## src/rtl/data_mem_arbiter.sv

```systemverilog
// Two-requester (core, debug/loader) arbiter in front of a single-port data RAM.
// Define ARB_CORE_PRIORITY_EN for fixed core priority; default build is round-robin.
module data_mem_arbiter #(
    parameter int DATA_WIDTH = 32
) (
    input  logic                  clk_i,
    input  logic                  reset_i,
    input  logic                  core_req_i,
    input  logic                  core_we_i,
    input  logic [DATA_WIDTH-1:0] core_addr_i,
    input  logic [DATA_WIDTH-1:0] core_wdata_i,
    output logic                  core_gnt_o,
    output logic                  core_rvalid_o,
    output logic [DATA_WIDTH-1:0] core_rdata_o,
    input  logic                  dbg_req_i,
    input  logic                  dbg_we_i,
    input  logic [DATA_WIDTH-1:0] dbg_addr_i,
    input  logic [DATA_WIDTH-1:0] dbg_wdata_i,
    output logic                  dbg_gnt_o,
    output logic                  dbg_rvalid_o,
    output logic [DATA_WIDTH-1:0] dbg_rdata_o,
    output logic [DATA_WIDTH-1:0] ram_addr_o,
    output logic [DATA_WIDTH-1:0] ram_data_o,
    output logic                  ram_rd_en_o,
    output logic                  ram_wr_en_o,
    input  logic [DATA_WIDTH-1:0] ram_q_i,
    output logic                  busy_o
);

    localparam logic [1:0] ST_IDLE   = 2'd0;
    localparam logic [1:0] ST_ACCESS = 2'd1;
    localparam logic [1:0] ST_RESP   = 2'd2;

    logic [1:0]            state_q;
    logic [1:0]            state_d;
    logic                  we_q;
    logic                  win_dbg_q;
    logic [DATA_WIDTH-1:0] addr_q;
    logic [DATA_WIDTH-1:0] wdata_q;
    logic                  grant_any;
    logic                  pick_dbg;
    logic                  win_we;

    // Gating with reset_i keeps grants low while reset is held, even with requests up.
    assign grant_any = reset_i && (state_q == ST_IDLE) && (core_req_i || dbg_req_i);

`ifdef ARB_CORE_PRIORITY_EN
    assign pick_dbg = dbg_req_i && !core_req_i;
`else
    logic last_dbg_q;

    // last_dbg_q resets high so the core takes the first tie.
    assign pick_dbg = dbg_req_i && (!core_req_i || !last_dbg_q);

    always_ff @(posedge clk_i or negedge reset_i) begin
        if (!reset_i) begin
            last_dbg_q <= 1'b1;
        end else if (grant_any) begin
            last_dbg_q <= pick_dbg;
        end
    end
`endif

    assign core_gnt_o = grant_any && !pick_dbg;
    assign dbg_gnt_o  = grant_any && pick_dbg;
    assign win_we     = pick_dbg ? dbg_we_i : core_we_i;

    always_comb begin
        // NOTE: default assignment first so no branch leaves state_d unassigned (no latch).
        state_d = state_q;
        case (state_q)
            ST_IDLE:   if (grant_any) state_d = ST_ACCESS;
            ST_ACCESS: state_d = we_q ? ST_IDLE : ST_RESP;
            ST_RESP:   state_d = ST_IDLE;
            default:   state_d = ST_IDLE;
        endcase
    end

    always_ff @(posedge clk_i or negedge reset_i) begin
        if (!reset_i) begin
            // NOTE: sequential state uses non-blocking assignments only.
            state_q   <= ST_IDLE;
            we_q      <= 1'b0;
            win_dbg_q <= 1'b0;
            addr_q    <= '0;
            wdata_q   <= '0;
        end else begin
            state_q <= state_d;
            if (grant_any) begin
                we_q      <= win_we;
                win_dbg_q <= pick_dbg;
                addr_q    <= pick_dbg ? dbg_addr_i : core_addr_i;
                wdata_q   <= pick_dbg ? dbg_wdata_i : core_wdata_i;
            end
        end
    end

    // Address/data hold the last latched operands; only the enables are qualified by ACCESS.
    assign ram_addr_o  = addr_q;
    assign ram_data_o  = wdata_q;
    assign ram_rd_en_o = (state_q == ST_ACCESS) && !we_q;
    assign ram_wr_en_o = (state_q == ST_ACCESS) && we_q;

    assign core_rvalid_o = (state_q == ST_RESP) && !win_dbg_q;
    assign dbg_rvalid_o  = (state_q == ST_RESP) && win_dbg_q;
    assign core_rdata_o  = core_rvalid_o ? ram_q_i : '0;
    assign dbg_rdata_o   = dbg_rvalid_o ? ram_q_i : '0;

    assign busy_o = (state_q != ST_IDLE);

endmodule

```

## config.mk

```make
export PLATFORM = sky130hd
export DESIGN_NAME = data_mem_arbiter
export DESIGN_NICKNAME = d
export VERILOG_FILES = /design/src/rtl/data_mem_arbiter.sv
export SDC_FILE = /design/constraint.sdc
export NUM_CORES = 1
export LEC_CHECK = 0
export ABC_CLOCK_PERIOD_IN_PS = 1950
export CORE_AREA = 3 3 115 117
export CTS_BUF_LIST = sky130_fd_sc_hd__clkbuf_8
export DETAILED_ROUTE_END_ITERATION = 8
export DIE_AREA = 0 0 118 120
export MAX_ROUTING_LAYER = met4
export PLACE_DENSITY = 0.81
export SLEW_MARGIN = 10
export SYNTH_ARGS = -nofsm -noshare
export SYNTH_HDL_FRONTEND = slang
export SYNTH_SLANG_ARGS = --single-unit
export TNS_END_PERCENT = 30
```

## constraint.sdc

```tcl
create_clock -name clk_i -period 1.95 [get_ports clk_i]
set_input_delay 0.39 -clock clk_i [delete_from_list [all_inputs] [get_ports clk_i]]
set_output_delay 0.39 -clock clk_i [all_outputs]
set_load 0.05 [all_outputs]
```

Word-level counts from Yosys, hierarchy flattened
Cells that the tools add are included.

Register bits: 69. Input bits: 166.

Equality and inequality tests: 3. Muxes and demuxes: 8. Reduce and logical (&&, ||, !) cells: 18.

Operators with widths (count): $mux W32 (4); $logic_and A1 B1 Y1 (9); $logic_not A1 Y1 (5); $mux W2 (2); $pmux W2 S2 (1); $eq A2 B1 Y1 const B (1); $eq A2 B2 Y1 const B (1); $logic_not A2 Y1 (1); $logic_or A1 B1 Y1 (2); $ne A2 B2 Y1 const B (1); $reduce_bool A2 Y1 (1); $mux W1 (1).

Longest topological paths before layout
Gate-level depths: netlist of the first run.

Depth in word-level cells: 5. Gate-level depth with buffers: 6.

Worst setup path after synthesis of the first run
OpenSTA, ideal clock, no wires.

Kind: register -> output. Start: reg state_q[1]. End: out core_rdata_o[22]. Data required time: 1.560 ns. Cell stages (with the launch flop): 4. Setup slack: -0.348 ns. Buffers on the path: 1. Data arrival time: 1.908 ns. Path through: dfrtp_1 nor3b_1 clkbuf_1 and2_1.

Word-level cells in the longest chain between the ends: 3.

Ends and longest elaborated chain: from (decl) (line 34) `logic [1:0] state_q;`; from (signal assigned) (line 88) `state_q <= state_d;`; $eq A2 B2 Y1 (line 104) `assign core_rvalid_o = (state_q == ST_RESP) && !win_dbg_q;`; $logic_and A1 B1 Y1 (line 104); net core_rvalid_o (line 13) `output logic core_rvalid_o,`; $mux W32 (line 106) `assign core_rdata_o = core_rvalid_o ? ram_q_i : '0;`; to (decl) (line 14) `output logic [DATA_WIDTH-1:0] core_rdata_o,`.

The timed path passes the listed nets, and every way through them passes these cells.

Worst setup path after layout of the first run
Start: reg state_q[0]. End: out dbg_rdata_o[5].

Word-level cells in the longest chain between the ends: 3.

Ends and longest elaborated chain: $eq A2 B2 Y1 (line 105) `assign dbg_rvalid_o = (state_q == ST_RESP) && win_dbg_q;`; $logic_and A1 B1 Y1 (line 105); $mux W32 (line 107) `assign dbg_rdata_o = dbg_rvalid_o ? ram_q_i : '0;`; to (decl) (line 21) `output logic [DATA_WIDTH-1:0] dbg_rdata_o,`.

Every way passes these cells.

==> reports/results.txt, run 1 <==
antenna-violating nets left: 0
Startpoint Class: flip-flop
most frequent cells in the layout: clkdlybuf4s50_1 (187), buf_12 (77), dfrtp_1 (68), or3_1 (65), o221a_2 (65)
Clock Sinks: 69
syn avg cell area: 11.3 um2
reg2reg end: ram_addr_o[10]
total power draw: 7.21 mW
cts bufs inserted: 9
DPL Wire Length: 11.7 mm
Slowest cell on crit path: dfrtp_1
share of cells above drive strength 1: 36.2%
kind of end point of the critical path: output port
Max IR drop VDD: 0.729 mV
drt via density: 4.89
HP Class: input pin to async pin
core area: 12500 um2
Most Crowded Layer GR: met2
Max Transition Viols Final: 0
fmax: 0.492 GHz
Final Cycle Share: 104%
first-pass GRT wire length: 22.3 mm
worst rel slew slack: 41.7%
clk slew on worst S/H paths: 0.07 ns
die height: 120 um
Residual DRC: 0
Via Count: 3831
critical path's most frequent cell: buf_12
P_leak: 3.22 nW
run status: finished with violations
pre-CTS setup slack: -0.00541 ns
Distinct cells, synth: 21
Ys Warns: 0
met3 usage in global routing: 5.51%
DR pass1 iterations: 4
# rows: 41
TNS Setup: -3.02 ns
Clock Path Buffers: 2
Power per Cell Area: 918 nW/um2
critical path class: flip-flop to output port
leading cell type in the layout, fill and taps excluded: clkdlybuf4s50_1
Worst setup endpoint: dbg_rdata_o[5]
CP arrival: 1.64 ns
final setup margin: -0.0813 ns
met2 Use GR: 37.3%
TritonCTS clock tree: done
RSZ-0062 raised after global routing: yes
CP Max Fanout: 33
Seq cells post-synth: 69
total track usage: 20.8%
synth top area cells: dfrtp_1 (48%), o221a_2 (21%), or3_1 (11%)
1st-iter DRT viols: 134
mapped cell area: 3560 um2
CTS root buffer: clkbuf_8
Least-Margin Pin Slew: 0.875 ns
post-synth top area share: 47.8%
RePlAce Congestion: 0.840
Routed WL: 14.5 mm
Die Area: 14200 um2
GR Overflow Total: 0
max_cap viols: 0
met1 Use GR: 21.6%
R2R Path Start: state_q[0]
fin nets: 772
post-synthesis sequential area ratio: 48.5%
Setup Skew: 0.0122 ns
Initial Util: 28.6%
fillcell total: 957
Crit path largest cell delay: 0.39 ns
routed length per instance: 18.5 um
crit-path cells: buf_6 > and3b_2 > buf_12 > and2_1 > buf_12
setup slack, reg-to-reg: 0.11 ns
Die Wd: 118 um
Synth-to-Final Area Change: 120%
Critical Path RT: 1.56 ns
area leader, netlist: dfrtp_1
Worst-Skew Late Latency: 0.34 ns
initial antenna violation count: 2
num ports: 301
setup violators final: 65
critical path startpoint: state_q[0]
Final min period: 2.03 ns
Max H-tree Level: 3
Post-CTS Hold Buffers: 0
Mapped Nets: 482
Mapped Cells: 316
failing checks: setup timing
IO buf count: 300
largest net degree at the start of global routing: 70
vias in the first global route: 4078
Reg2Reg Depth: 4
Hold Vio Cnt, Final: 0
## stage by stage
step / hold slack (ns) / utilization, % / instance area, um2 / std cells
after global routing: 0.351 / 63.0 / 7850 / 784
after floorplan: 0.0944 / - / 3570 / 316
after detailed placement: 0.484 / 60.1 / 7490 / 767
after global placement: 0.469 / 60.1 / 7490 / 767
final: 0.301 / 63.0 / 7850 / 784
after CTS: 0.311 / 62.1 / 7740 / 782
## flip-flops by register name, summed over array words and instances (netlist names)
register,flops
last_dbg_q,1
we_q,1
ram_data_o,32
ram_addr_o,32
win_dbg_q,1
state_q,2
## area by class of cell
class / count / area, um2 / area share, %
Antenna cell: 2 / 5.00 / 0.0638
Clock buffer: 10 / 138 / 1.75
Clock inverter: 5 / 21.3 / 0.271
Inverter: 1 / 3.75 / 0.0478
Multi-Input combinational cell: 211 / 1780 / 22.7
Sequential cell: 69 / 1730 / 22.0
Tap cell: 172 / 215 / 2.74
Timing Repair Buffer: 314 / 3960 / 50.4
## layer usage
metal  wire length [um]  vias to the layer above  part of all wire [%]
li1                   -                     1772                     -
met1               5210                     1831                    36
met2               7850                      199                    54
met3               1070                       29                   7.4
met4                395                        0                   2.7
met5                  0                        -                     0
## cell families after synthesis
group	after synthesis	share of synthesized area, %
AND/OR/NAND/NOR	142	25.1
AO/OA/AOI/OAI	69	21.3
flip-flops	69	48.5
buffers and inverters	36	4.99
## worst max-delay path: cells and delay by family, from the launching register on
| kind | cells | cell delay (ns) |
|---|---|---|
| buffers and inverters | 3 | 0.47 |
| AND/OR/NAND/NOR | 2 | 0.45 |
| flip-flops | 1 | 0.39 |
## power breakdown
group	internal, mW	switching (mW)
logic	1.73	2.39
registers	1.86	0.260
clock network	0.471	0.501
total	4.06	3.15
## worst min-delay path by stage
stage | end | depth (start not counted)
floorplan | ram_addr_o[0] | 0
global placement | state_q[1] | 1
detailed placement | state_q[1] | 1
CTS | ram_addr_o[19] | 2
global route | ram_addr_o[24] | 2
finish | ram_addr_o[19] | 2
## cells in the mapped netlist
library cell  instances
nor3b_1               4
a21bo_2               1
or3_1                65
nor2_2                1
nor2_1                2
dfrtp_1              68
o21a_1                1
and3b_1               2
nand2b_1              1
buf_4                 4
nand3_1               1
inv_1                 1
or2_2                 1
or3b_1                1
dfstp_2               1
o21ai_0               2
buf_2                 4
and2_1               64
o221a_2              65
buf_6                 3
clkbuf_1             24
## timing repair
| action | CTS | global route |
|---|---|---|
| buffers inserted | 0 | 0 |
| cloned | 0 | 0 |
| endpoints found under the setup margin | 66 | 99 |
| gates resized for setup | 34 | 40 |
| hold endpoints to repair | 0 | 0 |
| pin swaps | 19 | 14 |
No activity file was read; power rests on OpenSTA's default activity.
==> run 2, diff against run 1 <==
--- a/config.mk
+++ b/config.mk
@@ -5,9 +5,10 @@
 export SDC_FILE = /design/constraint.sdc
 export NUM_CORES = 1
 export LEC_CHECK = 0
-export ABC_CLOCK_PERIOD_IN_PS = 1950
+export ABC_CLOCK_PERIOD_IN_PS = 2200
 export CORE_AREA = 3 3 115 117
 export CTS_BUF_LIST = sky130_fd_sc_hd__clkbuf_8
+export CTS_CLUSTER_DIAMETER = 40
 export DETAILED_ROUTE_END_ITERATION = 8
 export DIE_AREA = 0 0 118 120
 export MAX_ROUTING_LAYER = met4
==> constraint.sdc (replaced) <==
create_clock -name clk_i -period 2.2 [get_ports clk_i]
set_input_delay 0.44 -clock clk_i [delete_from_list [all_inputs] [get_ports clk_i]]
set_output_delay 0.44 -clock clk_i [all_outputs]
set_load 0.05 [all_outputs]
==> run 2 against run 1 <==
Against the previous run:
- the run now ends clean
- cell count down 0.13%
- global-route usage down 0.33 points
- hold slack better by 0.035 ns
- sequential cell count unchanged
- first-iteration DRC count up 17%
- critical path depth down 1
- non-clock buffer count down 4
- sequential share of layout area up 0.76 points
- total power down 12%
- sequential power down 12%
- clock power down 10%
- cell area down 3.3%
- critical path type unchanged
- largest cell class unchanged
- largest power group unchanged
==> reports/results.txt, run 2 (synthesis results as in run 1) <==
Metal-1 WL: 5.06 mm
Hold Vio Cnt, Final: 0
Residual DRC: 0
post-layout util: 60.9%
critical path startpoint: state_q[0]
DPL Wire Length: 11.6 mm
RSZ-0062 raised after global routing: no
Routed WL: 14.4 mm
core area: 12500 um2
cts bufs inserted: 9
Post-CTS Hold Buffers: 0
die height: 120 um
Power per Cell Area: 836 nW/um2
kind of end point of the critical path: output port
Final Non-Filler Cells: 783
largest net degree at the start of global routing: 70
first-pass GRT wire length: 22.1 mm
TritonCTS clock tree: done
setup violators final: 0
Initial Util: 28.6%
WL met3: 1.29 mm
total power draw: 6.35 mW
most frequent cells in the layout: clkdlybuf4s50_1 (228), buf_12 (71), dfrtp_1 (67), or3_1 (65), o221a_2 (65)
RePlAce Congestion: 0.967
num ports: 301
Final Cycle Share: 94.5%
GR Overflow Total: 0
metal2 WL: 7.65 mm
run status: finished, final reports clean
Die Area: 14200 um2
Synth-to-Final Area Change: 113%
drt via density: 4.89
Critical Path RT: 1.76 ns
Die Wd: 118 um
Worst-Skew Late Latency: 0.33 ns
DR pass1 iterations: 4
CTS root buffer: clkbuf_8
Clock Path Buffers: 2
leading cell type in the layout, fill and taps excluded: clkdlybuf4s50_1
critical path class: flip-flop to output port
Final min period: 2.08 ns
1st-iter DRT viols: 157
clk slew on worst S/H paths: 0.08 ns
fin nets: 768
CP Max Fanout: 33
Reg2Reg Depth: 4
routed length per instance: 18.4 um
Least-Margin Pin Slew: 0.875 ns
final instance area: 7590 um2
Startpoint Class: flip-flop
placed cell count: 763
Clock Sinks: 69
Post-DP Area: 7400 um2
R2R Path Start: state_q[1]
initial antenna violation count: 3
CP arrival: 1.64 ns
Max IR drop VDD: 0.530 mV
antenna-violating nets left: 0
worst hold slack: 0.335 ns
Setup Skew: 0.00705 ns
worst rel slew slack: 41.7%
IO buf count: 300
vias in the first global route: 4132
max_cap viols: 0
# rows: 41
P_leak: 2.91 nW
share of cells above drive strength 1: 27.5%
Max H-tree Level: 3
HP Class: input pin to async pin
total track usage: 20.4%
Max Transition Viols Final: 0
fmax: 0.481 GHz
Via Count: 3832
DR top layer: met4
[run 2: cell count changes in the layout (fill, tap and decap cells not counted), moves of 2 or more]
cell / before / now
and2_1: 23 / 64
dlymetal6s2s_1: 33 / 0
buf_12: 77 / 71
and2_4: 36 / 0
diode_2: 2 / 4
clkdlybuf4s50_1: 187 / 228
and2_2: 5 / 0
buf_4: 16 / 8
[run 2: final timing paths]
check / endpoint / slack, ns
max: dbg_rdata_o[20] / 0.12
min: ram_addr_o[15] / 0.34
max reg2reg: ram_data_o[10] / 0.33
min reg2reg: state_q[1] / 0.50
max in group asynchronous: state_q[1] / 1.27
min in group clk_i: state_q[1] / 0.50
[run 2: what timing repair did]
item                                    CTS  global route
endpoints found under the setup margin    2            64
resized for setup                         3             4
buffers inserted                          0             0
[run 2: where the power goes]
group	total, mW	internal (mW)	switching, mW
logic	3.60	1.51	2.10
registers	1.87	1.64	0.228
clock network	0.872	0.420	0.452
[run 2: worst max-delay path, cell delays in order, from the launching register on]
cell and delay [ns]:
dfrtp_1 0.46, and3b_1 0.28, buf_8 0.20, and2_1 0.21
buf_12 0.15
[run 2: area by class of cell]
cell class	instances	area [um2]
fill	996	4870
timing repair buffer	310	3800
sequential	69	1730
multi-input combinational	211	1670
tap	172	215
clock buffer	10	138
clock inverter	6	25.0
antenna	4	10.0
inverter	1	3.75
[run 2: metrics by stage]
step	setup slack (ns)	setup TNS [ns]
after floorplan	-0.0299	-0.269
after detailed placement	0.124	0
after CTS	0.0343	0
final	0.121	0
after global routing	0.0129	0
after global placement	0.170	0
[run 2: layer usage]
| layer | vias up | track usage, % |
|---|---|---|
| met5 | - | - |
| met4 | 0 | 7.62 |
| met3 | 28 | 6.46 |
| met2 | 222 | 36.5 |
| met1 | 1807 | 21.1 |
| li1 | 1775 | - |
==> edit 1 (flow settings as in run 2) <==
Set the parameter `DATA_WIDTH` to 24 (it was 32).
--- a/src/rtl/data_mem_arbiter.sv
+++ b/src/rtl/data_mem_arbiter.sv
@@ -1,7 +1,7 @@
 // Two-requester (core, debug/loader) arbiter in front of a single-port data RAM.
 // Define ARB_CORE_PRIORITY_EN for fixed core priority; default build is round-robin.
 module data_mem_arbiter #(
-    parameter int DATA_WIDTH = 32
+    parameter int DATA_WIDTH = 24
 ) (
     input  logic                  clk_i,
     input  logic                  reset_i,
Ports: changed (9 resized); port bits go from 301 to 229. No check against the original RTL was run, so the function may have changed too.
==> edit 1 against run 2 <==
Critical path depth is the same. Synthesized cell count decreased by 23%. Total power is 22% lower. First-iteration DRC count is 17% lower. Utilization fell by 13 points. Routed wire length shrank 27%. Final cell count fell by 18%. Cell area is 22% lower. Synthesized area fell by 23%. Setup slack worse by 34 ps. Sequential cell count down 16.
==> edit 1: results (changes against run 2) <==
| Metric | Value |
|---|---|
| Status | complete, no violations |
| Vias in the first global route | 3143 (-24%) |
| Crit path to | dbg_gnt_o |
| Final HPWL DP | 8.27 mm (-29%) |
| WL met3 | 698 µm (-46%) |
| Complex-gate fraction of the synthesized area | 21.0% (-0.31 points) |
| Critical Path Source | state_q[1]$_DFFE_PN0P_ |
| H-Tree Depth | 2 (-1) |
| Worst-path clk slew | 100 ps (+20 ps) |
| Vias per inst | 4.56 (-6.7%) |
| Cts bufs inserted | 5 (-4) |
| Initial antenna violation count | 1 (-2) |
| Area contributors post-synth | dfrtp_1, o221a_2, or3_1 |
| Initial drt markers | 131 (-17%) |
| CP Data Arrival Time | 1670 ps (+30 ps) |
| Synth cell count leaders | dfrtp_1, o221a_2, or3_1 |
| Sequential element share of the synthesized area | 48.2% (-0.36 points) |
| Pleak | 0.00227 µW (-22%) |
| Worst Clk Skew | 8.56 ps (+1.52 ps) |
| Worst r2r dst | ram_data_o[9]$_DFFE_PN0P_ |
| Clock latency on the worst-skew pair | 310 ps (-20 ps) |
| Largest net degree at the start of global routing | 53 (-24%) |
| Crit-path max FO | 52 (+58%) |
| Peak supply drop | 0.465 mV (-12%) |
| Slowest stage cell, crit path | or3b_4 |
| Placed Area | 0.00573 mm² (-23%) |
| Port Buffer Count | 228 (-24%) |
| Metal2 WL | 5.61 mm (-27%) |
| Layout cells sized above 1 | 29.3% (+1.8 points) |
| FF-to-FF setup slack | 300 ps (-30 ps) |
| Syn Nets | 368 (-24%) |
edit 1: repair_timing:
item,in CTS,in global routing
setup endpoints to repair,52,50
pin swaps,2,0
resized for setup,5,8
edit 1: area by class of cell:
type	instances	area, µm²
Sequential cell	53	1330
Inverter	1	3.75
Tap cell	172	215
Clock buffer	5	68.8
Clock inverter	3	65.1
Fill cell	1111	6540
Antenna cell	1	2.50
Multi-Input combinational cell	163	1310
Timing Repair Buffer	242	2940
edit 1: cell families after synthesis:
| family | count (synthesis) |
|---|---|
| and+or+nand+nor | 110 |
| DFF | 53 |
| AOI/OAI and AO/OA | 53 |
| buffers and inverters | 26 |
edit 1: worst reg2reg max path, delay by kind of cell, from the launching register on:
family | cells | cell delay, ps
AO/OA/AOI/OAI | 1 | 230
buffers and inverters | 1 | 250
flip-flops | 1 | 400
AND/OR/NAND/NOR | 2 | 950
edit 1: routing by layer:
layer / global-route usage (%) / vias to the layer above
met5: - / -
met4: 4.84 / 0
met3: 3.91 / 14
met2: 27.1 / 152
met1: 16.0 / 1389
li1: - / 1366
edit 1: worst min path at each step:
stage                     startpoint                          to  slack (ps)  cells past startpoint
after floorplan              reset_i   ram_addr_o[0]$_DFFE_PN0P_         140                      0
after global placement       reset_i            we_q$_DFFE_PN0P_         470                      2
after detailed placement     reset_i            we_q$_DFFE_PN0P_         470                      2
after CTS                    reset_i   ram_addr_o[2]$_DFFE_PN0P_         120                      2
after global routing         reset_i   ram_addr_o[2]$_DFFE_PN0P_         130                      2
final                        reset_i  ram_data_o[21]$_DFFE_PN0P_         120                      2
edit 1: per-stage QoR:
stage | setup TNS (ps) | worst slack [ps] | instances | power (µW)
detailed placement | -10140 | -228 | 630 | 4190
global placement | -6230 | -131 | 630 | 4140
finish | 0 | 87.3 | 640 | 4970
global route | 0 | 13.5 | 640 | 5200
floorplan | -336 | -37.3 | 242 | 3070
CTS | -13.7 | -13.7 | 638 | 5000
edit 1: report_power, final:
part	switching (µW)	total (µW)	internal [µW]
sequential	178	1440	1260
clock	333	785	452
combinational	1590	2750	1160
total	2100	4970	2870
==> edit 2 (config.mk and constraints of run 2) <==
Made on the original files. Reset style: synchronous (`reset_i`), changed in 2 clocked blocks.
--- a/src/rtl/data_mem_arbiter.sv
+++ b/src/rtl/data_mem_arbiter.sv
@@ -52,7 +52,7 @@
     // last_dbg_q resets high so the core takes the first tie.
     assign pick_dbg = dbg_req_i && (!core_req_i || !last_dbg_q);
 
-    always_ff @(posedge clk_i or negedge reset_i) begin
+    always_ff @(posedge clk_i) begin
         if (!reset_i) begin
             last_dbg_q <= 1'b1;
         end else if (grant_any) begin
@@ -76,7 +76,7 @@
         endcase
     end
 
-    always_ff @(posedge clk_i or negedge reset_i) begin
+    always_ff @(posedge clk_i) begin
         if (!reset_i) begin
             // NOTE: sequential state uses non-blocking assignments only.
             state_q   <= ST_IDLE;
Function: differs if reset_i is asserted again (counterexample within 4 cycles, from zero or initial values and one cycle with reset_i low); with reset_i held inactive, the same outputs for 10 cycles.
==> edit 2 against run 2 <==
Count of clock-buffer cells in the layout unchanged. Highest routed layer unchanged. Utilization increased by 0.83 points. Sequential cell count unchanged. Setup slack improved by 34 ps. Cell area increased by 1.4%. Synthesized area increased by 2.1%. First-iteration DRC count decreased by 20%. Non-clock buffer count increased by 3. Routed wire length decreased by 4.6%. Critical endpoint is now dbg_gnt_o. Via count increased by 0.42%.
Power is not compared: it rests on default switching activity, and its combinational part moved more than twofold at a synthesized area within 25%.
==> edit 2: results (changes against run 2) <==
| Metric | Value |
|---|---|
| Slowest stage cell, crit path | clkdlybuf4s50_1 |
| Comb. pwr | approximately 1800 µW |
| Clock latency on the worst-skew pair | 340 ps |
| Delay-heaviest family, CP | buffers and inverters |
| Antenna cell count | 0 (-4) |
| DR WL/cell | 16.2 µm (-12%) |
| Worst r2r dst | ram_addr_o[30]$_SDFFE_PN0P_ |
| Post-synth ARST share | 0% (-100 points) |
| Vias post-DR | 3848 (+0.42%) |
| Critical Path Source | core_req_i |
| Worst Hold Depth | 3 |
| Crit path to | dbg_gnt_o |
| Switching pwr | approximately 1500 µW |
| Worst Clk Skew | 13.0 ps (+5.96 ps) |
| FF-to-FF setup slack | 490 ps (+160 ps) |
| Seq. pwr | ~1500 µW |
| CP Data Arrival Time | 1610 ps (-30 ps) |
| Final non-filler cell total | 848 (+8.3%) |
| DP Cell Count | 832 (+9.0%) |
| DR pass1 iterations | 5 (+1) |
| Status | complete, no violations |
| Post-synthesis mux area share | 35.8% (+36 points) |
| # fillers | 984 (-1.2%) |
| Adder-cell share of the synthesized area | 0% (unchanged) |
| Initial drt markers | 125 (-20%) |
| Final HPWL DP | 11.4 mm (-1.4%) |
| Initial antenna violation count | 0 (-3) |
| # resized after CTS | 1 (-2) |
| CP max stage delay | 470 ps |
| Complex-gate fraction of the synthesized area | 0.688% (-21 points) |
| Reg2reg path depth | 4 (unchanged) |
| Vias in the first global route | 4022 (-2.7%) |
| FF-to-FF Start | state_q[1]$_SDFFE_PN0P_ |
| Gr usage total | 19.4% (-1.0 points) |
| First-pass GRT wire length | 21.2 mm (-4.0%) |
| Tmin final | 2050 ps (-33.5 ps) |
| Layout cells sized above 1 | 15.4% (-12 points) |
| Crit-path max FO | 3 (-91%) |
| Area contributors post-synth | dfxtp_1, mux2i_1, and2_1 |
| CTS root buf | clkbuf_8 |
| Sequential element share of the synthesized area | 38.0% (-11 points) |
| Global placement routability congestion | 0.937 (-3.1%) |
| Hold_sp | reset_i |
| Syn Nets | 541 (+12%) |
| Synth cell count leaders | mux2i_1, dfxtp_1, and2_1, nand2_1, clkbuf_1 |
| Least-Margin Pin Slew | 692 ps (-183 ps) |
| Post-Syn Area per Cell | 9.70 µm² (-14%) |
| Post-CTS Setup Bufs | 0 (unchanged) |
| Largest net degree at the start of global routing | 67 (-4.3%) |
| Setup WS pre-CTS | 38.9 ps (-84.6 ps) |
| Final Net Count | 837 (+9.0%) |
| HP Class | in2reg |
## edit 2: cell types whose count changed after synthesis, sizes merged, moves of 65 or more
cell,delta
o221a,-65
dfxtp,+69
nand2,+65
mux2i,+130
or3,-65
dfrtp,-68
## edit 2: final cells by class
cell class | count | area [µm²] | area share, %
timing repair buffer | 313 | 3810 | 49.6
multi-input combinational | 277 | 2090 | 27.1
sequential | 69 | 1380 | 17.9
tap | 172 | 215 | 2.80
clock buffer | 10 | 138 | 1.79
clock inverter | 6 | 55.1 | 0.715
inverter | 1 | 3.75 | 0.0488
## edit 2: metal layers
layer  global-route usage (%)  wire, µm  vias to the layer above
li1                         -         -                     1849
met2                     35.5      7520                      209
met5                        -         0                        -
met4                     7.55       416                        0
met1                     19.7      4890                     1762
met3                     5.47       938                       28
## edit 2: per-stage QoR
step	hold WS, ps	utilization (%)	instance area, µm²
detailed placement	449	60.2	7500
finish	418	61.7	7700
global placement	441	60.2	7500
global route	407	61.7	7700
floorplan	444	-	3640
CTS	398	61.7	7690
